===== src/rtl/effect_mode_ctrl.sv =====
// Effect-mode controller: debounces the mode DIP switch and sequences a
// mute -> switch -> unmute handshake with the audio path on every accepted change.
module effect_mode_ctrl #(
    parameter int DB_CYCLES   = 500000,
    parameter int ACK_TIMEOUT = 4096
) (
    input  logic       sys_clk,
    input  logic       resetn,
    input  logic [3:0] ds_in,
    input  logic       mute_ack,
    output logic [3:0] mode,
    output logic       mode_valid,
    output logic       mute_req,
    output logic       busy,
    output logic       timeout_err
);

    localparam int DB_W  = $clog2(DB_CYCLES);
    localparam int ACK_W = $clog2(ACK_TIMEOUT);
    localparam logic [DB_W-1:0]  DB_MAX  = DB_W'(DB_CYCLES - 1);
    localparam logic [ACK_W-1:0] ACK_MAX = ACK_W'(ACK_TIMEOUT - 1);

    typedef enum logic [1:0] {
        ST_IDLE,
        ST_MUTE,
        ST_SWITCH,
        ST_UNMUTE
    } state_t;

    state_t             r_state;
    logic [3:0]         r_cand;
    logic [3:0]         r_target;
    logic [3:0]         r_mode;
    logic [DB_W-1:0]    r_db_cnt;
    logic [ACK_W-1:0]   r_ack_cnt;
    logic               r_mode_valid;
    logic               r_mute_req;
    logic               r_timeout_err;
    logic               w_stable;

    // Any change of ds_in restarts the count, so short glitches never qualify.
    always_ff @(posedge sys_clk or negedge resetn) begin
        if (!resetn) begin
            r_cand   <= 4'd0;
            r_db_cnt <= '0;
        end else if (ds_in != r_cand) begin
            r_cand   <= ds_in;
            r_db_cnt <= '0;
        end else if (r_db_cnt != DB_MAX) begin
            r_db_cnt <= r_db_cnt + DB_W'(1);
        end
    end

    assign w_stable = (r_db_cnt == DB_MAX) && (ds_in == r_cand);

    always_ff @(posedge sys_clk or negedge resetn) begin
        if (!resetn) begin
            r_state       <= ST_IDLE;
            r_target      <= 4'd0;
            r_mode        <= 4'd0;
            r_ack_cnt     <= '0;
            r_mode_valid  <= 1'b0;
            r_mute_req    <= 1'b0;
            r_timeout_err <= 1'b0;
        end else begin
            r_mode_valid <= 1'b0;
            case (r_state)
                ST_IDLE: begin
                    // target is frozen here; later switch moves wait for the next pass
                    if (w_stable && (r_cand != r_mode)) begin
                        r_target   <= r_cand;
                        r_ack_cnt  <= '0;
                        r_mute_req <= 1'b1;
                        r_state    <= ST_MUTE;
                    end
                end
                ST_MUTE: begin
                    // level-sensitive ack: an ack already high on entry is taken next edge
                    if (mute_ack) begin
                        r_ack_cnt <= '0;
                        r_state   <= ST_SWITCH;
                    end else if (r_ack_cnt == ACK_MAX) begin
                        r_ack_cnt     <= '0;
                        r_timeout_err <= 1'b1;
                        r_state       <= ST_SWITCH;
                    end else begin
                        r_ack_cnt <= r_ack_cnt + ACK_W'(1);
                    end
                end
                ST_SWITCH: begin
                    r_mode       <= r_target;
                    r_mode_valid <= 1'b1;
                    r_mute_req   <= 1'b0;
                    r_ack_cnt    <= '0;
                    r_state      <= ST_UNMUTE;
                end
                ST_UNMUTE: begin
                    if (!mute_ack) begin
                        r_ack_cnt <= '0;
                        r_state   <= ST_IDLE;
                    end else if (r_ack_cnt == ACK_MAX) begin
                        r_ack_cnt     <= '0;
                        r_timeout_err <= 1'b1;
                        r_state       <= ST_IDLE;
                    end else begin
                        r_ack_cnt <= r_ack_cnt + ACK_W'(1);
                    end
                end
                default: begin
                    r_ack_cnt  <= '0;
                    r_mute_req <= 1'b0;
                    r_state    <= ST_IDLE;
                end
            endcase
        end
    end

    assign mode        = r_mode;
    assign mode_valid  = r_mode_valid;
    assign mute_req    = r_mute_req;
    assign timeout_err = r_timeout_err;
    assign busy        = (r_state != ST_IDLE);

endmodule


===== config.mk =====
export PLATFORM = sky130hd
export DESIGN_NAME = effect_mode_ctrl
export DESIGN_NICKNAME = d
export VERILOG_FILES = /design/src/rtl/effect_mode_ctrl.sv
export SDC_FILE = /design/constraint.sdc
export NUM_CORES = 1
export LEC_CHECK = 0
export ABC_AREA = 1
export CORE_ASPECT_RATIO = 0.6
export CORE_MARGIN = 8
export CORE_UTILIZATION = 40
export DETAILED_ROUTE_END_ITERATION = 10
export GPL_ROUTABILITY_DRIVEN = 0
export SETUP_SLACK_MARGIN = 0.5
export SYNTH_ARGS = -nofsm -noshare
export SYNTH_HDL_FRONTEND = slang
export SYNTH_SLANG_ARGS = --single-unit
export TNS_END_PERCENT = 30

===== constraint.sdc =====
create_clock -name sys_clk -period 2.1 [get_ports sys_clk]
set_clock_uncertainty 0.15 [all_clocks]
set_input_delay 0.42 -clock sys_clk [delete_from_list [all_inputs] [get_ports sys_clk]]
set_output_delay 0.42 -clock sys_clk [all_outputs]
set_load 0.02 [all_outputs]

== Yosys cells after proc, flatten, opt, wreduce, memory -nomap -nowiden ==
Cells that the tools add are included.
Storage, ports and cells
  output and inout bits: 8
  flip-flop bits (word level): 48
  word-level logic and storage cells: 56
  input bits: 7
Operators by class
  reductions and logical operators: 11
  multiplexer cells: 20
  eq/ne operators: 14
  add/sub/neg operators: 2
Operators by type and width (count)
  12-bit 2-to-1 mux: 4
  12-bit case mux with 4 select lines: 1
  19-bit 2-to-1 mux: 2
  19-bit by 1-bit adder with 19-bit output (second input constant): 1
  19-bit == test (second input constant): 1
  19-bit != test (second input constant): 1
  12-bit by 1-bit adder with 12-bit output (second input constant): 1
  12-bit == test (second input constant): 1
  2-bit 2-to-1 mux: 5
  4-bit != test: 2
  2-bit case mux with 4 select lines: 1
  2-bit nonzero test: 4
  2-bit != test (second input constant): 3
  3-bit != test (second input constant): 2
  3-bit AND reduction: 2
  1-bit 2-to-1 mux: 5
  2-bit == test (second input constant): 2
  4-bit == test: 1
  1-bit case mux with 2 select lines: 2
  2-bit AND reduction: 2
  2-bit by 1-bit == test with 1-bit output (second input constant): 1
  1-bit logical AND: 2
  2-bit logical NOT: 1

== Depth between registers and ports, before layout ==
Gate-level depths: netlist (run 1).
  depth in word-level cells: 5
  mapped depth: 11
  mapped depth without buffers: 11

== Worst setup path after synthesis (run 1) ==
Ideal clock, no wire load.
  kind: register to register
  start: reg r_db_cnt[0]
  end: reg r_ack_cnt[4]
  slack: 0.358 ns
  arrival time: 1.469 ns
  setup time: 0.123 ns
  data required time: 1.827 ns
  buffers on the path: 1
  cell stages (with the launch flop): 12
  cell sequence: dfrtp_1 > ha_1 > nand3_1 > clkinv_1 > nand3_2 > nor2_4 > nand3_2 > nand2_4 > inv_2 > buf_6 > nand2_1 > nand2_1
On the way
  longest elaborated chain between the ends: 4
Ends and longest elaborated chain
  start, declared: RTL line 34  | logic [DB_W-1:0] r_db_cnt;
  start signal, assigned: RTL line 50  | r_db_cnt <= r_db_cnt + DB_W'(1);
  19-bit == test: RTL line 54  | assign w_stable = (r_db_cnt == DB_MAX) && (ds_in == r_cand);
  1-bit logical AND: RTL line 54
  1-bit logical AND: RTL line 70  | if (w_stable && (r_cand != r_mode)) begin
  2-bit != test (no line)
  end signal, assigned: RTL line 87  | r_ack_cnt <= r_ack_cnt + ACK_W'(1);
  end signal, assigned: RTL line 106  | r_ack_cnt <= r_ack_cnt + ACK_W'(1);
  end, declared: RTL line 35  | logic [ACK_W-1:0] r_ack_cnt;
Every way passes these cells.
A chain may end at the register's enable or synchronous reset.

== Worst setup path after layout (run 1) ==
  start: reg r_mode[2], in the netlist mode[2]
  end: out mode[2]
RTL lines
  start, declared: RTL line 33  | logic [3:0] r_mode;
  start signal, assigned: RTL line 91  | r_mode <= r_target;
  end, declared: RTL line 11  | output logic [3:0] mode,
No word-level cell between the ends.

==> qor.csv, run 1 <==
metric,value,unit
die_y,80.8,um
synth_fp_nets,408,
setup_ws,0.270,ns
crit_fanout,3,
pin_count,15,
synthCells,395,
startpoint_type,register,
grt_first_pass_wirelength,11700,um
report.final.hold_viol_count,0,
place_ws,0.0273,ns
drc,0,
final_area,3720,um2
drive_gt1_share,21.2,%
avgSynthCellArea,7.08,um2
grt_antenna_before_repair,0,
yosys_register_bits,48,
netlist_top_cells_area,"dfrtp_1 43%, nand2_1 17%, nand3_1 6.4%",
worst_ir_drop_vdd,0.000361,V
path_cells,clkdlybuf4s50_1,
antenna_left,0,
die_width,124,um
crit_path_top_delay_cell,clkdlybuf4s50_1,
final.min_clock_period,1.83,ns
h-tree-depth,2,
end_kind,primary output,
routed_via_density,5.10,
core_area,6730,um2
cpPeakStageDelay,0.61,ns
grt-ovfl-total,0,
setup_viol,0,
drv_slew,0,
dp_hpwl,4930,um
yosysSeqAreaShare,43.0,%
critPathArrivalTime,1.26,ns
start_util,41.5,%
ys.warnings.count,0,
n_antenna_cell,0,
leakage,1.77,nW
initialDrtViolationCount,270,
rows,23,
synth.largest_area_cell,dfrtp_1,
wl,7350,um
cp.required,1.53,ns
setup_tns,0,ns
worst-path-buf-inv,1,
hold_path_class,primary input to register,
clkLatencyLatePin,0.29,ns
status,"complete, no violations",
synthFlopType,dfrtp_1,
rsz0062_at_grt,yes,
firstDrtPassIters,5,
crit_type,register to primary output,
clock_sinks,48,
vias,2727,
placedInstanceArea,3150,um2
synth-edff-count,0,
netlist_area,2800,um2
total_power,1.98,mW
numCtsBuffers,5,
grt_max_degree,38,
syn2layout_area_growth,33.3,%
synthDistinctLibCells,27,
clk_pin_slew,0.07,ns
critPathTopFamily,buffers and inverters,
tightest_slew,0.394,ns
io_buffers,14,
clock_path_buffers,2,
cts_tree,yes,
grtUsageTotal,14.7,%
power_density,530,nW/um2
wire_per_inst,13.7,um
min_period_over_period,87.2,%
grt_pass1_vias,2386,
clock-root-buffer,clkbuf_16,
whs,0.251,ns
maxCapViolations,0,
synthArstFlopShare,100,%
die_area,10000,um2
nets,460,
synth_top_area_share,43.0,%
timing.fmax,546,MHz
max_slew_margin,73.7,%
[sequential cells by signal, summed over array words and instances, names as in the netlist]
signal       count
r_db_cnt        19
r_ack_cnt       12
mode             4
r_cand           4
r_target         4
r_state          2
mode_valid       1
mute_req         1
timeout_err      1
[metal layers]
| metal | vias to the layer above | track usage [%] | wire (um) |
|---|---|---|---|
| li1 | 1361 | - | - |
| met1 | 1264 | 22.6 | 3730 |
| met2 | 93 | 19.7 | 2930 |
| met3 | 9 | 3.60 | 637 |
| met4 | 0 | 3.66 | 60 |
| met5 | - | 0 | 0 |
[area by class of cell]
class	count	area, um2
Fill cell	625	3010
Multi-Input combinational cell	286	1510
Inverter	51	206
Clock buffer	6	139
Tap cell	87	109
Clock inverter	2	38.8
Timing Repair inverter	1	11.3
Timing Repair Buffer	54	508
Sequential cell	48	1200
[repair_timing]
item                                    4_1_cts  5_1_grt
buffers inserted                             18        5
pin swaps                                    15        9
gates cloned                                  3        0
hold buffers                                  1        0
resized for setup                            41       21
hold endpoints to repair                     11        0
endpoints found under the setup margin       45       46
[cells by family after synthesis]
family | after synthesis | synth area share (%)
AOI/OAI and AO/OA | 36 | 6.80
adders and majority gates | 6 | 2.69
xor gates and xnor gates | 9 | 2.82
and+or+nand+nor | 234 | 35.8
DFF | 48 | 43.0
buffers and inverters | 62 | 8.95
[worst paths after layout]
check,to,slack (ns),cells after the start,start
max in group asynchronous,r_db_cnt[3],0.87,3,resetn
min in group asynchronous,r_state[0],0.40,2,resetn
min,r_cand[2],0.25,1,ds_in[2]
max,mode[2],0.27,1,mode[2]
min reg2reg,r_target[3],0.34,2,r_target[3]
max reg2reg,r_ack_cnt[1],0.28,11,r_db_cnt[1]
[cell usage in the layout (no fill, tap or decap), types with 9 or more instances in the layout]
cell type / count
inv_1: 43
nand2_1: 114
nand3_1: 33
o21ai_0: 18
nor2_1: 41
a21oi_1: 10
nor3_1: 9
buf_4: 33
dfrtp_1: 46
nand2_2: 10
[cell usage after synthesis, types with 6 or more instances]
master / instances
xor2_1: 7
clkbuf_1: 7
nor3_1: 11
nor2_1: 45
o21ai_0: 21
ha_1: 6
a21oi_1: 10
nand4_1: 6
nand3_1: 36
nand2_1: 127
dfrtp_1: 48
inv_1: 46
[stage by stage]
| stage | util, % | instances |
|---|---|---|
| after global placement | 46.8 | 500 |
| after floorplan | - | 395 |
| after global routing | 55.3 | 535 |
| final | 55.3 | 535 |
| after detailed placement | 46.8 | 500 |
| after CTS | 53.9 | 530 |
[report_power, final]
| group | switching, mW | internal [mW] |
|---|---|---|
| clock network | 0.354 | 0.597 |
| logic | 0.0533 | 0.0343 |
| registers | 0.00647 | 0.931 |
| total | 0.414 | 1.56 |
Note: power is estimated with default switching activity, not from simulation.
==> inputs of run 2 (changes only) <==
CTS_BUF_LIST = sky130_fd_sc_hd__clkbuf_4 sky130_fd_sc_hd__clkbuf_8 sky130_fd_sc_hd__clkbuf_16   (was not set)
==> results of run 2 <==
The final DEF is identical to that of run 1; final timing and power are the same.
==> inputs of run 3 (changes only) <==
clock period = 1.75 ns   (was 2.1 ns; I/O delays follow)
==> qor.csv, run 3 (synthesis gave the netlist of run 1 again) <==
metric,value,unit,change
initialDrtViolationCount,232,,-14%
wire_per_inst,12.9,um,-6.3%
dp_hpwl,5110,um,+3.5%
pin_count,15,,unchanged
switching_share,20.5,%,-0.40 points
cts_tree,yes,,
seqPwrFrac,44.9,%,-2.5 points
drive_gt1_share,26.8,%,+5.6 points
io_buffers,14,,unchanged
drc,0,,unchanged
setup_viol,0,,unchanged
critPathArrivalTime,1.78,ns,+0.52 ns
antenna_left,0,,unchanged
crit_type,register to register,,
clock_path_buffers,2,,unchanged
fin_util,56.3,%,+1.0 points
status,"complete, no violations",,
start_util,41.5,%,unchanged
clock_sinks,48,,unchanged
power.share.clock,50.5,%,+2.4 points
tightest_slew,0.257,ns,-0.137 ns
min_period_over_period,97.9,%,
syn2layout_area_growth,35.7,%,
drv_slew,0,,unchanged
leakage,1.74,nW,-1.8%
max_slew_margin,82.8,%,+9.0 points
worst-path-buf-inv,2,,+1
core_area,6730,um2,unchanged
placedInstanceArea,3320,um2,+5.6%
wl,6930,um,-5.8%
crit_fanout,7,,+4
grt-ovfl-total,0,,unchanged
rows,23,,unchanged
largest_reg_flops,19,,unchanged
biggestRegsByFlops,"r_db_cnt: 19 flops, r_ack_cnt: 12 flops",,
worst_ir_drop_vdd,0.000378,V,+4.7%
hold_path_class,primary input to register,,
startpoint_type,register,,
path_cells,ha_4 > nand3_4 > inv_4 > nand3_4 > nor2_4 > nand3_2 > nand2_4 > buf_6 > nand3_2 > nand2_1,,
top_register,r_db_cnt,,
multiInputGateArea,1550,um2,+2.4%
vias,2662,,-2.4%
h-tree-depth,2,,unchanged
p_int,1.99,mW,+27%
p_comb_share,4.6,%,+0.2 points
n_antenna_cell,0,,unchanged
maxCapViolations,0,,unchanged
seq_area,1200,um2,+0.10%
grt_pass1_vias,2287,,-4.1%
final_area,3790,um2,+1.8%
grt_antenna_before_repair,0,,unchanged
routed_via_density,4.95,,-2.9%
grtUsageTotal,14.1,%,-0.56 points
grt_max_degree,34,,-11%
crit_path_top_delay_cell,dfrtp_1,,
whs,0.0847,ns,-0.166 ns
clock-root-buffer,clkbuf_16,,
report.final.hold_viol_count,0,,unchanged
die_width,124,um,unchanged
layout.cells.most_common,nand2_1,,
critPathTopFamily,simple AND/OR/NAND/NOR gates,,
cpPeakStageDelay,0.40,ns,-0.21 ns
clkLatencyLatePin,0.29,ns,about the same
rsz0062_at_grt,yes,,
numCtsBuffers,5,,unchanged
total_power,2.50,mW,+27%
final_cell_mix,"119 x nand2_1, 45 x dfrtp_1, 41 x inv_1, 37 x buf_4, 34 x nor2_1",,
final.min_clock_period,1.71,ns,
fill_cells,596,,-4.6%
power_density,660,nW/um2,+24%
firstDrtPassIters,5,,unchanged
nets,463,,+0.65%
timing.fmax,584,MHz,
end_kind,register,,
grt_first_pass_wirelength,11400,um,-2.5%
clk_pin_slew,0.07,ns,about the same
cp.required,1.82,ns,+0.29 ns
die_area,10000,um2,unchanged
power.switching,0.514,mW,+24%
die_y,80.8,um,unchanged
## run 3: power by group through the flow
stage               logic, mW  registers [mW]  clock network [mW]
floorplan              0.0377            1.15                   0
global placement        0.104            1.14                   0
detailed placement      0.104            1.14                   0
CTS                     0.108            1.12                1.29
global route            0.129            1.12                1.33
finish                  0.115            1.12                1.26
## run 3: stage by stage
| stage | std cells | worst slack (ns) | TNS [ns] |
|---|---|---|---|
| after global placement | 522 | -0.228 | -7.14 |
| after floorplan | 395 | 0.0216 | 0 |
| final | 538 | 0.0372 | 0 |
| after CTS | 535 | 0.0403 | 0 |
| after global routing | 538 | -0.0421 | -0.328 |
| after detailed placement | 522 | -0.286 | -8.78 |
## run 3: area by class of cell
cell class / instances / area share (%)
inverters: 51 / 5.31
flip-flops and latches: 48 / 31.8
repair buffers: 59 / 14.2
clock buffers: 5 / 3.30
multi-input cells: 285 / 40.7
clock inverters: 3 / 1.81
well taps: 87 / 2.87
## run 3: what timing repair did
item,in CTS,in global routing
endpoints found under the setup margin,51,85
pin swaps,11,21
hold endpoints to repair,15,0
buffers inserted,4,3
gates resized for setup,59,56
hold buffers,1,0
## run 3: worst paths after layout
| path | end | from | slack, ns | cells after the start |
|---|---|---|---|---|
| worst max-delay path | r_ack_cnt[0] | r_db_cnt[0] | 0.04 | 10 |
| worst min-delay path | r_cand[1] | ds_in[1] | 0.08 | 1 |
| worst max register to register | r_ack_cnt[0] | r_db_cnt[0] | 0.04 | 10 |
| worst min register to register | mode[1] | r_target[1] | 0.34 | 2 |
| max in group asynchronous | mute_req | resetn | 0.65 | 3 |
| min in group asynchronous | r_db_cnt[16] | resetn | 0.33 | 2 |
## run 3: layer usage
metal	routed length [um]	vias to the layer above	GRT usage [%]	share of wire, %
met2	2760	85	18.5	40
met3	466	2	3.11	6.7
met4	19	0	2.60	0.27
met1	3690	1213	22.6	53
li1	-	1362	-	-
met5	0	-	0	0
## run 3: worst reg2reg max path: cells and delay by family (launching register included)
family        cells  cell delay [ns]
fa+ha+maj         1             0.17
buf+inv           2             0.23
simple gates      7             0.70
flops             1             0.40
==> edit 1 (flow settings as in run 1) <==
Re-encode `state_t` (4 states) as Gray code, 2 bits wide.
--- a/src/rtl/effect_mode_ctrl.sv
+++ b/src/rtl/effect_mode_ctrl.sv
@@ -22,8 +22,8 @@
 
     typedef enum logic [1:0] {
-        ST_IDLE,
-        ST_MUTE,
-        ST_SWITCH,
-        ST_UNMUTE
+        ST_IDLE   = 2'b00,
+        ST_MUTE   = 2'b01,
+        ST_SWITCH = 2'b11,
+        ST_UNMUTE = 2'b10
     } state_t;
 
Function: no difference found for any inputs over 10 cycles, from zero or initial values and one cycle with resetn low; not proved beyond that.
==> edit 1 against run 1 <==
- sequential cell count is the same
- sequential share of layout area shrank 0.52 points
- synthesized cell count shrank 6.1%
- area after synthesis grew 0.81%
- total power shrank 5.7%
- wire length shrank 0.76%
- die area grew 0.67%
- count of clock-buffer cells in the layout is the same
- setup slack gained 0.022 ns
- cell area grew 1.7%
- clock power shrank 13%
- global-route usage shrank 0.59 points
- first-iteration DRC count shrank 25%
- critical path type unchanged
==> edit 1: results (changes against run 1) <==
* RR Endpoint: r_state[1]
* Detailed Place HPWL at 4690 um (-4.9%)
* Drt initial violations at 202 (-25%)
* Design area at 3790 sq um (+1.7%)
* Max Fclk at 553 MHz (+1.2%)
* P_leak at 0.00176 uW (-0.51%)
* Fillers at 591 (-5.4%)
* GRT Total Usage at 14.1% (-0.59 points)
* WHS Endpoint: r_cand[1]
* DR WL/cell at 14.4 um (+4.7%)
* Synthesized instance count at 371 (-6.1%)
* Synth Warn # at 0 (unchanged)
* R2R Path Start: r_db_cnt[1]
* Area contributors post-synth: dfrtp_1 (43%), nand2_1 (13%), nand3_1 (6.7%)
* Vias in the first global route at 2411 (+1.0%)
* Worst Hold Depth at 1 (unchanged)
* DP Worst Slack at -0.135 ns (-0.162 ns)
* Fin cells at 507 (-5.2%)
* # nets final at 433 (-5.9%)
* Headroom to the max-slew limit at 71.6% (-2.1 points)
* Global-route met2 utilization at 19.4% (-0.32 points)
* Largest net degree at the start of global routing at 33 (-13%)
* Syn nets at 385 (-5.6%)
* First-pass GRT wire length at 11900 um (+1.7%)
* Met1 usage at 21.7% (-0.97 points)
* Worst endpoint data arrival time at 1.24 ns (-0.02 ns)
* Placement Cell Area at 3110 sq um (-1.4%)
* Placed cell count at 469 (-6.2%)
* Synth top cells by count: nand2_1 (96), dfrtp_1 (48), inv_1 (48)
* Outcome: complete, no violations
* Via/cell ratio at 5.17 (+1.3%)
* Max-Cap Viols at 0 (unchanged)
* Cell variety after synth at 30 (+11%)
* Crit path max fanout at 2 (-1)
* Crit path to: timeout_err
* Maximum VDD drop at 315 uV (-13%)
* Share of layout cells above drive strength 1 at 25.7% (+4.5 points)
* Worst hold path startpoint: ds_in[1]
* Sequential-to-total area share from yosys stat at 42.6% (-0.34 points)
* CP startpoint: timeout_err
* Met3 usage in global routing at 2.92% (-0.67 points)
[edit 1: through the flow]
step	hold WS, ns	power, uW
6_report	0.254	1860
3_3_place_gp	0.235	1030
4_1_cts	0.255	1870
5_1_grt	0.255	1930
2_1_floorplan	-0.0256	982
3_5_place_dp	0.230	1030
[edit 1: timing repair]
item | CTS | global route
cloned | 2 | 1
endpoints found under the setup margin | 46 | 47
buffers inserted | 11 | 15
gates resized for setup | 36 | 49
pin swaps | 14 | 19
endpoints found under the hold margin | 16 | 0
hold buffers | 1 | 0
[edit 1: logic make-up (layout without fill, tap and decap cells)]
| logic type | after synthesis | in the layout | synth area share [%] |
|---|---|---|---|
| xor+xnor | 9 | 9 | 2.80 |
| flops | 48 | 48 | 42.6 |
| simple gates | 202 | 202 | 33.6 |
| buf+inv | 62 | 111 | 8.93 |
| mux | 4 | 4 | 1.60 |
| compound gates | 39 | 39 | 7.37 |
| fa+ha+maj | 7 | 7 | 3.11 |
[edit 1: area by class of cell]
| cell class | instances | area share, % |
|---|---|---|
| multi-input cells | 261 | 41.5 |
| repair buffers | 52 | 14.3 |
| inverters | 50 | 5.28 |
| flip-flops and latches | 48 | 31.8 |
| well taps | 87 | 2.87 |
| clock buffers | 6 | 3.66 |
| repair inverters | 1 | 0.231 |
| clock inverters | 2 | 0.396 |
[edit 1: power by group]
group	switching, uW	internal [uW]
combinational	56.5	46.9
sequential	5.11	930
clock	350	474
total	411	1450
[edit 1: layer usage]
metal	share of wire, %	vias up
met5	0	-
met4	0.37	0
met3	8.0	5
met2	40	98
met1	51	1219
li1	-	1297
==> edit 2 (settings of run 1) <==
Made on the original files. Set the parameter `ACK_TIMEOUT` to 16384 (it was 4096).
--- a/src/rtl/effect_mode_ctrl.sv
+++ b/src/rtl/effect_mode_ctrl.sv
@@ -3,5 +3,5 @@
 module effect_mode_ctrl #(
     parameter int DB_CYCLES   = 500000,
-    parameter int ACK_TIMEOUT = 4096
+    parameter int ACK_TIMEOUT = 16384
 ) (
     input  logic       sys_clk,
Behaviour: same outputs for any inputs over 10 cycles, from zero or initial values and one cycle with resetn low; that may be too few to reach the edited logic, so the function may still have changed.
==> edit 2 against run 1 <==
- total power shrank 6.1%
- wire length shrank 3.5%
- area after synthesis grew 7.3%
- critical path depth is the same
- sequential cell count grew 2
- core utilization shrank 3.5 points
- cell area grew 1.1%
- synthesized cell count grew 6.6%
- hold slack lost 0.11 ns
- setup slack lost 0.0075 ns
==> edit 2: results (changes against run 1) <==
* Placed cell count at 544 (+8.8%)
* RR Endpoint: r_ack_cnt[1]
* Synth Warn # at 0 (unchanged)
* Area contributors post-synth: dfrtp_1 (42%), nand2_1 (16%), inv_1 (6.9%)
* WHS Endpoint: r_cand[1]
* Largest net degree at the start of global routing at 51 (+34%)
* # nets final at 479 (+4.1%)
* Pre-antenna DRT Iters at 4 (-1)
* Sequential-to-total area share from yosys stat at 41.7% (-1.2 points)
* Maximum VDD drop at 358 uV (-0.87%)
* Hold Slack at 0.144 ns (-0.107 ns)
* First-pass GRT wire length at 12200 um (+4.6%)
* Vias in the first global route at 2564 (+7.5%)
* Cell variety after synth at 30 (+11%)
* Worst Hold Depth at 1 (unchanged)
* Syn nets at 435 (+6.6%)
* Vias at 2704 (-0.84%)
* Initial antenna violation count at 0 (unchanged)
* Fillers at 724 (+16%)
* Synthesized instance count at 421 (+6.6%)
* Detailed Place HPWL at 4930 um (about the same)
* Via/cell ratio at 4.74 (-6.9%)
* Synth top cells by count: nand2_1 (131), inv_1 (55), dfrtp_1 (50)
* TritonCTS Buffers at 5 (unchanged)
* Headroom to the max-slew limit at 64.7% (-9.0 points)
* Share of layout cells above drive strength 1 at 17.4% (-3.8 points)
* P_leak at 0.00179 uW (+1.3%)
* Drt initial violations at 140 (-48%)
* CP max stage delay at 0.61 ns (about the same)
* R2r worst-path depth at 10 (-1)
* Post-Route WL at 7100 um (-3.5%)
* Outcome: complete, no violations
* Ant diodes at 0 (unchanged)
* Clock Latency Late Sink at 0.29 ns (about the same)
* R2R Path Start: r_db_cnt[0]
* Top flop regs: r_db_cnt (19), r_ack_cnt (14)
* GRT Total Usage at 13.9% (-0.83 points)
* Worst hold path startpoint: ds_in[1]
[edit 2: how the worst max path moves through the flow]
| stage | startpoint | to | slack, ns | cells after the start |
|---|---|---|---|---|
| after floorplan | r_db_cnt[1] | r_ack_cnt[2] | 0.42 | 11 |
| after global placement | ds_in[2] | r_db_cnt[0] | 0.03 | 9 |
| after detailed placement | ds_in[2] | r_ack_cnt[1] | -0.02 | 9 |
| after CTS | mode[3] | mode[3] | 0.25 | 1 |
| after global routing | r_db_cnt[0] | r_ack_cnt[1] | 0.20 | 10 |
| final | mode[3] | mode[3] | 0.26 | 1 |
[edit 2: final cells by class]
class | count | area, sq um | share of cell area (%)
clock buffers | 6 | 129 | 3.42
flip-flops and latches | 50 | 1250 | 33.3
clock inverters | 2 | 13.8 | 0.365
multi-input cells | 302 | 1560 | 41.4
repair buffers | 48 | 449 | 11.9
inverters | 57 | 223 | 5.91
repair inverters | 1 | 7.51 | 0.199
well taps | 104 | 130 | 3.45
[edit 2: repair_timing]
action,in CTS,in global routing
cloned,2,0
hold buffers,1,0
hold endpoints to repair,50,0
pin swaps,9,10
setup buffers,10,5
setup endpoints to repair,49,49
resized for setup,27,22
[edit 2: power breakdown]
group / switching [uW] / leakage, uW / total, uW / internal [uW]
Combinational: 51.7 / 0.00104 / 86.0 / 34.3
Sequential: 9.39 / 0.000675 / 981 / 971
Clock: 347 / 0.0000708 / 789 / 442
Total: 408 / 0.00179 / 1860 / 1450
[edit 2: metal layers]
metal | global-route usage (%) | vias to the layer above | routed length (um)
li1 | - | 1416 | -
met1 | 21.1 | 1239 | 3910
met2 | 18.6 | 42 | 2820
met3 | 3.38 | 7 | 315
met4 | 3.54 | 0 | 60
met5 | 0 | - | 0
[edit 2: stage by stage]
stage	TNS, ns	setup slack, ns	instance area, sq um	utilization (%)
after CTS	0	0.247	3670	50.5
after global routing	0	0.201	3770	51.8
after detailed placement	-0.0411	-0.0188	3360	46.3
after global placement	0	0.0275	3360	46.3
final	0	0.262	3770	51.8
after floorplan	0	0.422	3020	-
[edit 2: cell families after synthesis]
family | share of synthesized area (%)
and+or+nand+nor | 35.7
buffers and inverters | 9.56
AOI/OAI and AO/OA | 7.18
DFF | 41.7
xor gates and xnor gates | 2.92
adders and majority gates | 2.92
